### config.mk
export PLATFORM = sky130hd
export DESIGN_NAME = micro_ondas_pwr
export DESIGN_NICKNAME = d
export VERILOG_FILES = /design/src/rtl/micro_ondas_pkg.sv /design/src/rtl/micro_ondas_pwr_seg7.sv /design/src/rtl/micro_ondas_pwr.sv
export SDC_FILE = /design/constraint.sdc
export NUM_CORES = 1
export LEC_CHECK = 0
export ABC_AREA = 1
export BUFFER_PORTS_ARGS = -buffer_cell sky130_fd_sc_hd__buf_4
export CORE_MARGIN = 2
export CORE_UTILIZATION = 33
export CTS_BUF_LIST = sky130_fd_sc_hd__clkbuf_8
export DETAILED_ROUTE_END_ITERATION = 8
export GPL_ROUTABILITY_DRIVEN = 0
export GPL_TIMING_DRIVEN = 0
export SKIP_CTS_REPAIR_TIMING = 1
export SLEW_MARGIN = 20
export SYNTH_ARGS = -nofsm -noshare
export SYNTH_HDL_FRONTEND = slang
export SYNTH_HIERARCHICAL = 1
export SYNTH_SLANG_ARGS = --single-unit
### constraint.sdc
create_clock -name clock -period 3.01 [get_ports clock]
set_clock_uncertainty 0.1 [all_clocks]
set_input_delay 0 -clock clock [delete_from_list [all_inputs] [get_ports clock]]
set_output_delay 0 -clock clock [all_outputs]
set_load 0.005 [all_outputs]
### src/rtl/micro_ondas_pkg.sv
// Shared types and constants for the micro_ondas_pwr microwave controller.
// Contents: controller state enum, 7-segment table for BCD 0-9,
// default/maximum power, duty-phase wrap value, quick-start seconds tens.
package micro_ondas_pkg;

    localparam int unsigned BCD_W = 4;
    localparam int unsigned SEG_W = 7;
    localparam int unsigned KEY_N = 10;

    typedef enum logic [1:0] {
        ST_IDLE   = 2'd0,
        ST_PWRSEL = 2'd1,
        ST_RUN    = 2'd2,
        ST_PAUSE  = 2'd3
    } state_e;

    // Active-high segments, bit order gfedcba.
    localparam logic [SEG_W-1:0] SEG7 [KEY_N] = '{
        7'h3F, 7'h06, 7'h5B, 7'h4F, 7'h66,
        7'h6D, 7'h7D, 7'h07, 7'h7F, 7'h6F
    };

    localparam logic [BCD_W-1:0] DEFAULT_POWER   = 4'd10;
    localparam logic [BCD_W-1:0] PHASE_MAX       = 4'd9;
    localparam logic [BCD_W-1:0] QUICK_SECS_TENS = 4'd3;

endpackage

### src/rtl/micro_ondas_pwr_seg7.sv
// BCD to 7-segment decoder (module seg7_dec), purely combinational.
// Ports: bcd   - 4-bit BCD digit in
//        seg_c - 7-bit segments out (gfedcba, active high); codes >= 10 blank.
module seg7_dec
    import micro_ondas_pkg::*;
(
    input  logic [BCD_W-1:0] bcd,
    output logic [SEG_W-1:0] seg_c
);

    always_comb begin
        seg_c = '0;
        if (bcd < 4'd10) seg_c = SEG7[bcd];
    end

endmodule

### src/rtl/micro_ondas_pwr.sv
// Microwave controller: keypad time entry, ten power levels via magnetron
// duty cycling, pause/resume and a one-cycle completion pulse.
// Optional feature macro: MICRO_ONDAS_QUICK_START_EN (start at 0:00 loads
// 0:30, start while running adds 30 s).
// Ports: clock, clearn (sync active-low reset / clear button),
//        keypad[9:0] one-hot digit keys, power_key, startn, stopn,
//        door_closed; segs[7*DIGITS-1:0] display, mag_on, running,
//        paused, done (one-cycle completion pulse).
module micro_ondas_pwr
    import micro_ondas_pkg::*;
#(
    parameter int unsigned CLK_DIV = 100,
    parameter int unsigned DIGITS  = 4
) (
    input  logic                      clock,
    input  logic                      clearn,
    input  logic [KEY_N-1:0]          keypad,
    input  logic                      power_key,
    input  logic                      startn,
    input  logic                      stopn,
    input  logic                      door_closed,
    output logic [SEG_W*DIGITS-1:0]   segs,
    output logic                      mag_on,
    output logic                      running,
    output logic                      paused,
    output logic                      done
);

    localparam int unsigned PRE_W = $clog2(CLK_DIV);
    localparam logic [PRE_W-1:0] PRE_LAST = PRE_W'(CLK_DIV - 1);

    state_e                         state_q, state_d;
    logic [DIGITS-1:0][BCD_W-1:0]   time_q, time_d, time_dec;
    logic [BCD_W-1:0]               power_q, power_d;
    logic [BCD_W-1:0]               phase_q, phase_d;
    logic [PRE_W-1:0]               presc_q, presc_d;
    logic [KEY_N-1:0]               key_prev_q, key_prev_d;
    logic                           pwr_prev_q, pwr_prev_d;
    logic                           start_prev_q, start_prev_d;
    logic                           stop_prev_q, stop_prev_d;
    logic                           done_q, done_d;

    logic                           key_press, pwr_press, start_press, stop_press;
    logic [BCD_W-1:0]               key_val;
    logic                           tick, time_zero, borrow;

    // State and datapath registers with synchronous clear.
    always_ff @(posedge clock) begin
        if (!clearn) begin
            state_q      <= ST_IDLE;
            time_q       <= '0;
            power_q      <= DEFAULT_POWER;
            phase_q      <= '0;
            presc_q      <= '0;
            key_prev_q   <= '0;
            pwr_prev_q   <= 1'b0;
            start_prev_q <= 1'b0;
            stop_prev_q  <= 1'b0;
            done_q       <= 1'b0;
        end else begin
            state_q      <= state_d;
            time_q       <= time_d;
            power_q      <= power_d;
            phase_q      <= phase_d;
            presc_q      <= presc_d;
            key_prev_q   <= key_prev_d;
            pwr_prev_q   <= pwr_prev_d;
            start_prev_q <= start_prev_d;
            stop_prev_q  <= stop_prev_d;
            done_q       <= done_d;
        end
    end

    // Press edge detection; a non-one-hot keypad word never yields a press.
    always_comb begin
        key_val = '0;
        for (int k = 0; k < KEY_N; k++) begin
            if (keypad[k]) key_val = BCD_W'(k);
        end
        key_press   = $onehot(keypad) && ((keypad & ~key_prev_q) != '0);
        pwr_press   = power_key & ~pwr_prev_q;
        start_press = ~startn & ~start_prev_q;
        stop_press  = ~stopn & ~stop_prev_q;
    end

    // One-second decrement with decimal borrow through the minute digits.
    always_comb begin
        time_dec = time_q;
        borrow   = 1'b0;
        if (time_q[0] != '0) begin
            time_dec[0] = time_q[0] - 4'd1;
        end else if (time_q[1] != '0) begin
            time_dec[1] = time_q[1] - 4'd1;
            time_dec[0] = 4'd9;
        end else begin
            time_dec[1] = 4'd5;
            time_dec[0] = 4'd9;
            borrow      = 1'b1;
            for (int i = 2; i < DIGITS; i++) begin
                if (borrow) begin
                    if (time_q[i] != '0) begin
                        time_dec[i] = time_q[i] - 4'd1;
                        borrow      = 1'b0;
                    end else begin
                        time_dec[i] = 4'd9;
                    end
                end
            end
        end
    end

`ifdef MICRO_ONDAS_QUICK_START_EN
    logic [DIGITS-1:0][BCD_W-1:0]   time_add;
    logic [BCD_W:0]                 tens_sum;
    logic                           add_carry, add_ok;

    // +30 s: tens plus three, wrapping at six with a decimal minute carry.
    // A carry out of the top digit cancels the add.
    always_comb begin
        time_add  = time_q;
        add_carry = 1'b0;
        tens_sum  = 5'(time_q[1]) + 5'(QUICK_SECS_TENS);
        if (tens_sum >= 5'd6) begin
            time_add[1] = 4'(tens_sum - 5'd6);
            add_carry   = 1'b1;
            for (int i = 2; i < DIGITS; i++) begin
                if (add_carry) begin
                    if (time_q[i] >= 4'd9) begin
                        time_add[i] = '0;
                    end else begin
                        time_add[i] = time_q[i] + 4'd1;
                        add_carry   = 1'b0;
                    end
                end
            end
        end else begin
            time_add[1] = 4'(tens_sum);
        end
        add_ok = ~add_carry;
    end
`endif

    // Next-state and register-update logic; events in priority order
    // door open > stop > start > power_key > keypad.
    always_comb begin
        state_d      = state_q;
        time_d       = time_q;
        power_d      = power_q;
        phase_d      = phase_q;
        presc_d      = presc_q;
        done_d       = 1'b0;
        key_prev_d   = keypad;
        pwr_prev_d   = power_key;
        start_prev_d = ~startn;
        stop_prev_d  = ~stopn;
        tick         = (presc_q == PRE_LAST);
        time_zero    = (time_q == '0);

        unique case (state_q)
            ST_IDLE: begin
                if (stop_press) begin
                    time_d  = '0;
                    power_d = DEFAULT_POWER;
                end else if (start_press) begin
                    if (door_closed && !time_zero) begin
                        state_d = ST_RUN;
                        presc_d = '0;
                        phase_d = '0;
                    end
`ifdef MICRO_ONDAS_QUICK_START_EN
                    else if (door_closed) begin
                        time_d    = '0;
                        time_d[1] = QUICK_SECS_TENS;
                        state_d   = ST_RUN;
                        presc_d   = '0;
                        phase_d   = '0;
                    end
`endif
                end else if (pwr_press) begin
                    state_d = ST_PWRSEL;
                end else if (key_press) begin
                    time_d = {time_q[DIGITS-2:0], key_val};
                end
            end

            ST_PWRSEL: begin
                if (stop_press) begin
                    state_d = ST_IDLE;
                end else if (key_press) begin
                    power_d = (key_val == '0) ? DEFAULT_POWER : key_val;
                    state_d = ST_IDLE;
                end
            end

            ST_RUN: begin
                if (!door_closed || stop_press) begin
                    // Pausing edge holds time, phase and prescaler.
                    state_d = ST_PAUSE;
                end else begin
                    presc_d = tick ? '0 : presc_q + 1'b1;
                    if (tick) phase_d = (phase_q == PHASE_MAX) ? '0 : phase_q + 4'd1;
`ifdef MICRO_ONDAS_QUICK_START_EN
                    if (start_press) begin
                        if (add_ok) time_d = time_add;
                    end else
`endif
                    if (tick) begin
                        time_d = time_dec;
                        if (time_dec == '0) begin
                            state_d = ST_IDLE;
                            done_d  = 1'b1;
                            power_d = DEFAULT_POWER;
                        end
                    end
                end
            end

            ST_PAUSE: begin
                if (stop_press) begin
                    time_d  = '0;
                    power_d = DEFAULT_POWER;
                    state_d = ST_IDLE;
                end else if (start_press && door_closed) begin
                    state_d = ST_RUN;
                end
            end

            default: state_d = ST_IDLE;
        endcase
    end

    // Status outputs decode straight from the state register.
    always_comb begin
        running = (state_q == ST_RUN);
        paused  = (state_q == ST_PAUSE);
        done    = done_q;
        mag_on  = running & door_closed & (phase_q < power_q);
    end

    for (genvar g = 0; g < DIGITS; g++) begin : g_digit
        seg7_dec u_dec (
            .bcd   (time_q[g]),
            .seg_c (segs[SEG_W*g +: SEG_W])
        );
    end

endmodule

* Word-level counts from Yosys, hierarchy flattened
Memory sizes are Yosys's and may differ from the RTL's.
Index checks and enable logic that the tools add are counted.
** Word-level totals
- Bits in registers :: 47
- Memory bits (read-only) :: 448
- Input port bits :: 16
- Output and inout bits :: 32
- Memories kept :: 4
** Cells by class
- Add/subtract/negate cells :: 15
- Order comparisons :: 9
- Eq/ne operators :: 25
- Mux-type cells :: 73
- Bitwise logic cells :: 19
- Reductions and logical operators :: 24
** Memory list
- (no name shown) :: words 16, width 7, read ports 1, clocked after memory_dff 0, wr ports 0, RTL line micro_ondas_pwr_seg7.sv:13 : if (bcd < 4'd10) seg_c = SEG7[bcd];
- (no name shown) :: words 16, width 7, read ports 1, clocked after memory_dff 0, wr ports 0, RTL line micro_ondas_pwr_seg7.sv:13
- (no name shown) :: words 16, width 7, read ports 1, clocked after memory_dff 0, wr ports 0, RTL line micro_ondas_pwr_seg7.sv:13
- (no name shown) :: words 16, width 7, read ports 1, clocked after memory_dff 0, wr ports 0, RTL line micro_ondas_pwr_seg7.sv:13
** Operators with widths (count)
- $mux W7 :: 17
- $mux W16 :: 7
- $mux W4 :: 25
- $pmux W16 S3 :: 1
- $logic_not A16 Y1 :: 2
- $mux W2 :: 11
- $ge A5 B5 Y1 const B :: 4
- $not A4 Y5 :: 4
- $ne A3 B3 Y1 const B :: 6
- $lt A4 B4 Y1 const B :: 4
- $mux W8 :: 2
- $reduce_bool A4 Y1 :: 4
- $sub A4 B1 Y4 const B :: 4
- $pmux W7 S2 :: 1
- $reduce_and A7 Y1 :: 2
- $mux W12 :: 1
- $ne A2 B2 Y1 const B :: 6
- $pmux W4 S3 :: 1
- $reduce_and A6 Y1 :: 2
- $add A1 B1 Y2 :: 5
- $and A10 B10 Y10 :: 1
- $not A10 Y10 :: 1
- $reduce_bool A10 Y1 :: 1
- $ne A3 B1 Y1 const B :: 3
- 27 further kinds :: 50

* Depth between registers and ports, before layout
- Depth after elaboration :: 14
- Mapped depth :: 18
- Mapped depth without buffers :: 18

* Modules after synthesis
Netlist, hierarchy kept.
** Modules (own cells, without submodules)
- micro_ondas_pwr :: times used 1, cells each 442, area each 3035.4 um2, seq. area each 940.9 um2
- seg7_dec (g_digit[0].u_dec ...) :: times used 3, cells each 43, area each 214.0 um2, seq. area each 0.0 um2
- seg7_dec (g_digit[3].u_dec) :: times used 1, cells each 42, area each 211.5 um2, seq. area each 0.0 um2

* Least setup slack after synthesis
Ideal clock, no wire load.
- Path kind :: input -> register
- Start point :: input port keypad[0]
- End point :: register power_q[2]
- Library setup time :: 0.113 ns
- Arrival :: 3.003 ns
- Data required time :: 2.797 ns
- Slack :: -0.206 ns
- Stages on the path :: 15
- Buffers on the path :: 0
- Cell sequence :: fa_1 > fa_1 > inv_1 > fa_1 > inv_1 > ha_1 > inv_1 > fa_1 > o211ai_1 > nor2_1 > nand2_1 > a21oi_1 > nand2_4 > nor2_1 > nor2_1
** On the way
- Longest elaborated chain between the ends :: 8
- Elaborated cells between the ends (all ways) :: 10
- Those cells by class :: add/sub: 4; eq/ne: 2; bitwise: 1; reduce/logical: 3
** Ends and longest elaborated chain
- from (decl) :: RTL line micro_ondas_pwr.sv:17 : input logic [KEY_N-1:0] keypad,
- $add A1 B1 Y2 (implied by the code) :: RTL line micro_ondas_pwr.sv:80 : key_press = $onehot(keypad) && ((keypad & ~key_prev_q) != '0);
- $add A2 B2 Y3 (implied by the code) :: RTL line micro_ondas_pwr.sv:80
- $add A3 B3 Y4 (implied by the code) :: RTL line micro_ondas_pwr.sv:80
- $add A4 B2 Y4 (implied by the code) :: RTL line micro_ondas_pwr.sv:80
- $eq A4 B1 Y1 :: RTL line micro_ondas_pwr.sv:80
- $logic_and A1 B1 Y1 * :: RTL line micro_ondas_pwr.sv:80
- $ne A2 B2 Y1 (no line) *
- $reduce_and A6 Y1 (no line) *
- to (signal assigned) :: RTL line micro_ondas_pwr.sv:63 : power_q <= power_d;
- to (decl) :: RTL line micro_ondas_pwr.sv:34 : logic [BCD_W-1:0] power_q, power_d;
Every way passes the cells marked *; elsewhere a longest branch is shown, timed or not.
A chain may end at the register's enable or synchronous reset.

* Worst setup path in the final report
- Start point :: input port keypad[1]
- End point :: register state_q[0]
** On the way
- Longest elaborated chain between the ends :: 8
- Elaborated cells between the ends (all ways) :: 10
- Those cells by class :: add/sub: 4; eq/ne: 2; bitwise: 1; reduce/logical: 3
** Ends and longest elaborated chain
- $add A1 B1 Y2 (implied by the code) :: RTL line micro_ondas_pwr.sv:80
- $add A2 B2 Y3 (implied by the code) :: RTL line micro_ondas_pwr.sv:80
- $add A3 B3 Y4 (implied by the code) :: RTL line micro_ondas_pwr.sv:80
- $add A4 B2 Y4 (implied by the code) :: RTL line micro_ondas_pwr.sv:80
- $eq A4 B1 Y1 :: RTL line micro_ondas_pwr.sv:80
- $logic_and A1 B1 Y1 * :: RTL line micro_ondas_pwr.sv:80
- $ne A3 B3 Y1 (no line) *
- $reduce_and A7 Y1 (no line) *
- to (signal assigned) :: RTL line micro_ondas_pwr.sv:61 : state_q <= state_d;
- to (decl) :: RTL line micro_ondas_pwr.sv:32 : state_e state_q, state_d;
Marks and branches as above.

==> out/results.ini <==
[cells_and_area]
nNetsFinal = 739
drive_above_1_share = 0.181
fill_cells = 1187
syn_to_final_growth_pct = 24.3
fin_area_um2 = 4830
n_antenna_cell = 0

[timing]
rsz0062_at_grt = yes
min_period_ps = 3250
finalHoldViolCount = 0
worst_slew_pin_slew_ps = 659
relSlewSlack = 0.561
clock.fmax_mhz = 308
drv_slew = 0
setup_viol = 22
worst_slack_ps = -238
period_share = 1.08

[yosys]
yosys_warnings = 6
ys_ff_latch = 47
synth.distinct_cells = 42
synth.cell_area_um2 = 3890
yosys.area.top_type_share = 0.242
syn_inst = 613
syn_area_per_cell_um2 = 6.34
synth_area_leaders = dfxtp_1, nand2_1, inv_1, ha_1, nor2_1
synth-main-ff-cell = dfxtp_1
async_flop_share = 0
synth_top_cell_by_area = dfxtp_1
syn_nets = 667
synth_seq_area_share = 0.242
synth_edf_count = 0

[critical_path]
reg2reg_depth = 12
crit-reg2reg-launch = state_q[0]
crit_path_end_kind = flip-flop
startpoint_type = input port
critPathTopFamily = adder cells
crit_buf_inv = 5
ff2ff_setup_slack_ps = 610
crit_start = keypad[1]
crit_fanout = 4
critPathMaxStageDelay_ps = 520
crit_arrival_ps = 3350
slowest_stage = fa_1
path_cells = buf_8 > fa_1 > fa_1 > inv_1 > fa_1 > inv_1 > ha_2 > inv_2 > fa_1 > o211ai_1 > nor2_2 > buf_4 > nand2_2 > nand2_1 > nor2_1 > nor2_2 > nand3_1 > nand2_1 > nor2_1
path_class = input port to flip-flop
cpMostUsedCell = fa_1
worstReg2RegEnd = time_q[4]
crit_required_ps = 3110

[floorplanning]
die_h_um = 113
initial_core_util = 0.339
core_um2 = 11500
die_x_um = 113
rows = 39
ioPinCount = 48
dieArea_um2 = 12700

[clock_tree]
clk_latency_ps = 310
cts.sink_count = 47
root_buffer = clkbuf_8
clock_tree.buffer_depth = 2
clkTransAtPathRegs_ps = 80
numCtsBuffers = 5
htreeDepth = 2
cts_tree = yes

[detailed_routing]
antenna_left = 0
viasPerCell = 4.69
drt-initial-drc-count = 163
wirelength_um = 9520
routed-via-count = 3887
wl_per_cell_um = 11.5
drc = 0
dr.pass1.iters = 4

[placed_design]
place_hpwl_um = 7220
place_area_um2 = 4430
portBuffers = 47
place_ws_ps = -628

[global_route]
grt_max_degree = 14
grt_pass1_wl_um = 16200
track_usage = 0.150
grt_pass1_vias = 3703
grt_overflow = 0
antenna_found_initial = 0

[status]
violations = negative setup slack
status = finished with violations

[min_path]
hold_path.class = input port to flip-flop
hold_start = keypad[8]
holdPathStages = 5
hold_path_end = power_q[3]

[power_and_ir_drop]
vdd_drop_max_mv = 0.474
leakage_uw = 0.00249
power.density_nw_per_um2 = 1010

[job]
max_cap_violations = 0

==> power breakdown <==
part | internal (uW) | leakage, uW | switching (uW) | total, uW
Clock | 181 | 0.0000470 | 213 | 394
Sequential | 772 | 0.000386 | 263 | 1040
Combinational | 1450 | 0.00206 | 1990 | 3440
==> logic make-up after synthesis <==
family	share of synthesized area
flip-flops	0.242
buffers and inverters	0.136
AND/OR/NAND/NOR	0.344
adder cells (fa/ha/maj)	0.134
XOR/XNOR	0.0135
AO/OA/AOI/OAI	0.131
==> state kept, by name, summed over array words and instances (netlist names) <==
name,cells
time_q,16
presc_q,7
power_q,4
state_q,2
key_prev_q,10
phase_q,4
start_prev_q,1
done,1
stop_prev_q,1
pwr_prev_q,1
==> area by class of cell <==
class | count | area (um^2) | area share
Multi-Input combinational cell | 431 | 2520 | 0.522
Clock buffer | 6 | 82.6 | 0.0171
Inverter | 127 | 480 | 0.0994
Buffer | 8 | 67.6 | 0.0140
Timing Repair Buffer | 65 | 556 | 0.115
Sequential cell | 47 | 941 | 0.195
Tap cell | 143 | 179 | 0.0370
Clock inverter | 1 | 5.00 | 0.00104
==> worst min-delay path, stage by stage <==
cell and delay (ps):
buf_4 110, nor2_1 70, nand3_1 80, nand3_1 60
nand3_1 70
==> Yosys cell counts (all sizes together), types with 2 or more instances <==
master	instances
o22ai	7
o21ai	30
clkinv	2
nand3	40
a21oi	30
nand2	156
a22oi	5
o21bai	3
nor3b	2
nor3	8
nand3b	5
xor2	6
buf	4
ha	32
dfxtp	47
o211ai	3
clkbuf	4
nand4	3
or2	2
inv	125
nor2	85
fa	6
==> worst max-delay path by stage <==
stage                     cells after the start          to  slack, ps
after detailed placement                     17   time_q[8]       -630
final                                        19  state_q[0]       -240
after floorplan                              16  time_q[11]       -140
after CTS                                    18  time_q[14]       -320
after global routing                         17   time_q[8]       -380
after global placement                       17  time_q[11]       -560
==> layer usage <==
metal	wire (um)	vias to the layer above	global-route usage
met1	4230	1784	0.185
met4	104	0	0.0447
met3	244	11	0.0200
met2	4940	45	0.271
li1	-	2047	-
met5	0	-	0
==> placed cells by master, fill, tap and decap left out, drive strengths merged, types with 2 or more instances in the layout <==
| cell type | Yosys | layout |
|---|---|---|
| buf | 4 | 54 |
| xor2 | 6 | 6 |
| nor3b | 2 | 2 |
| o211ai | 3 | 3 |
| dfxtp | 47 | 47 |
| o21ai | 30 | 30 |
| a21oi | 30 | 30 |
| nand2 | 156 | 156 |
| nor3 | 8 | 8 |
| nand3 | 40 | 40 |
| fa | 6 | 6 |
| clkbuf | 4 | 11 |
| nand4 | 3 | 3 |
| o22ai | 7 | 7 |
| ha | 32 | 32 |
| a22oi | 5 | 5 |
| nand3b | 5 | 5 |
| o21bai | 3 | 3 |
| dlygate4sd3 | 0 | 14 |
| inv | 125 | 126 |
| nor2 | 85 | 85 |
| clkinv | 2 | 2 |
| or2 | 2 | 2 |
==> metrics by stage <==
stage	utilization	power, uW	TNS, ps	hold slack [ps]	std cells
final	0.421	4870	-4240	41.4	828
after global routing	0.421	5420	-7280	50.4	828
after CTS	0.394	4590	-6080	-246	810
after detailed placement	0.387	4190	-12890	74.5	803
after global placement	0.387	4120	-11030	69.2	803
after floorplan	-	3170	-2220	-27.6	613
(Power assumes the default switching activity.)
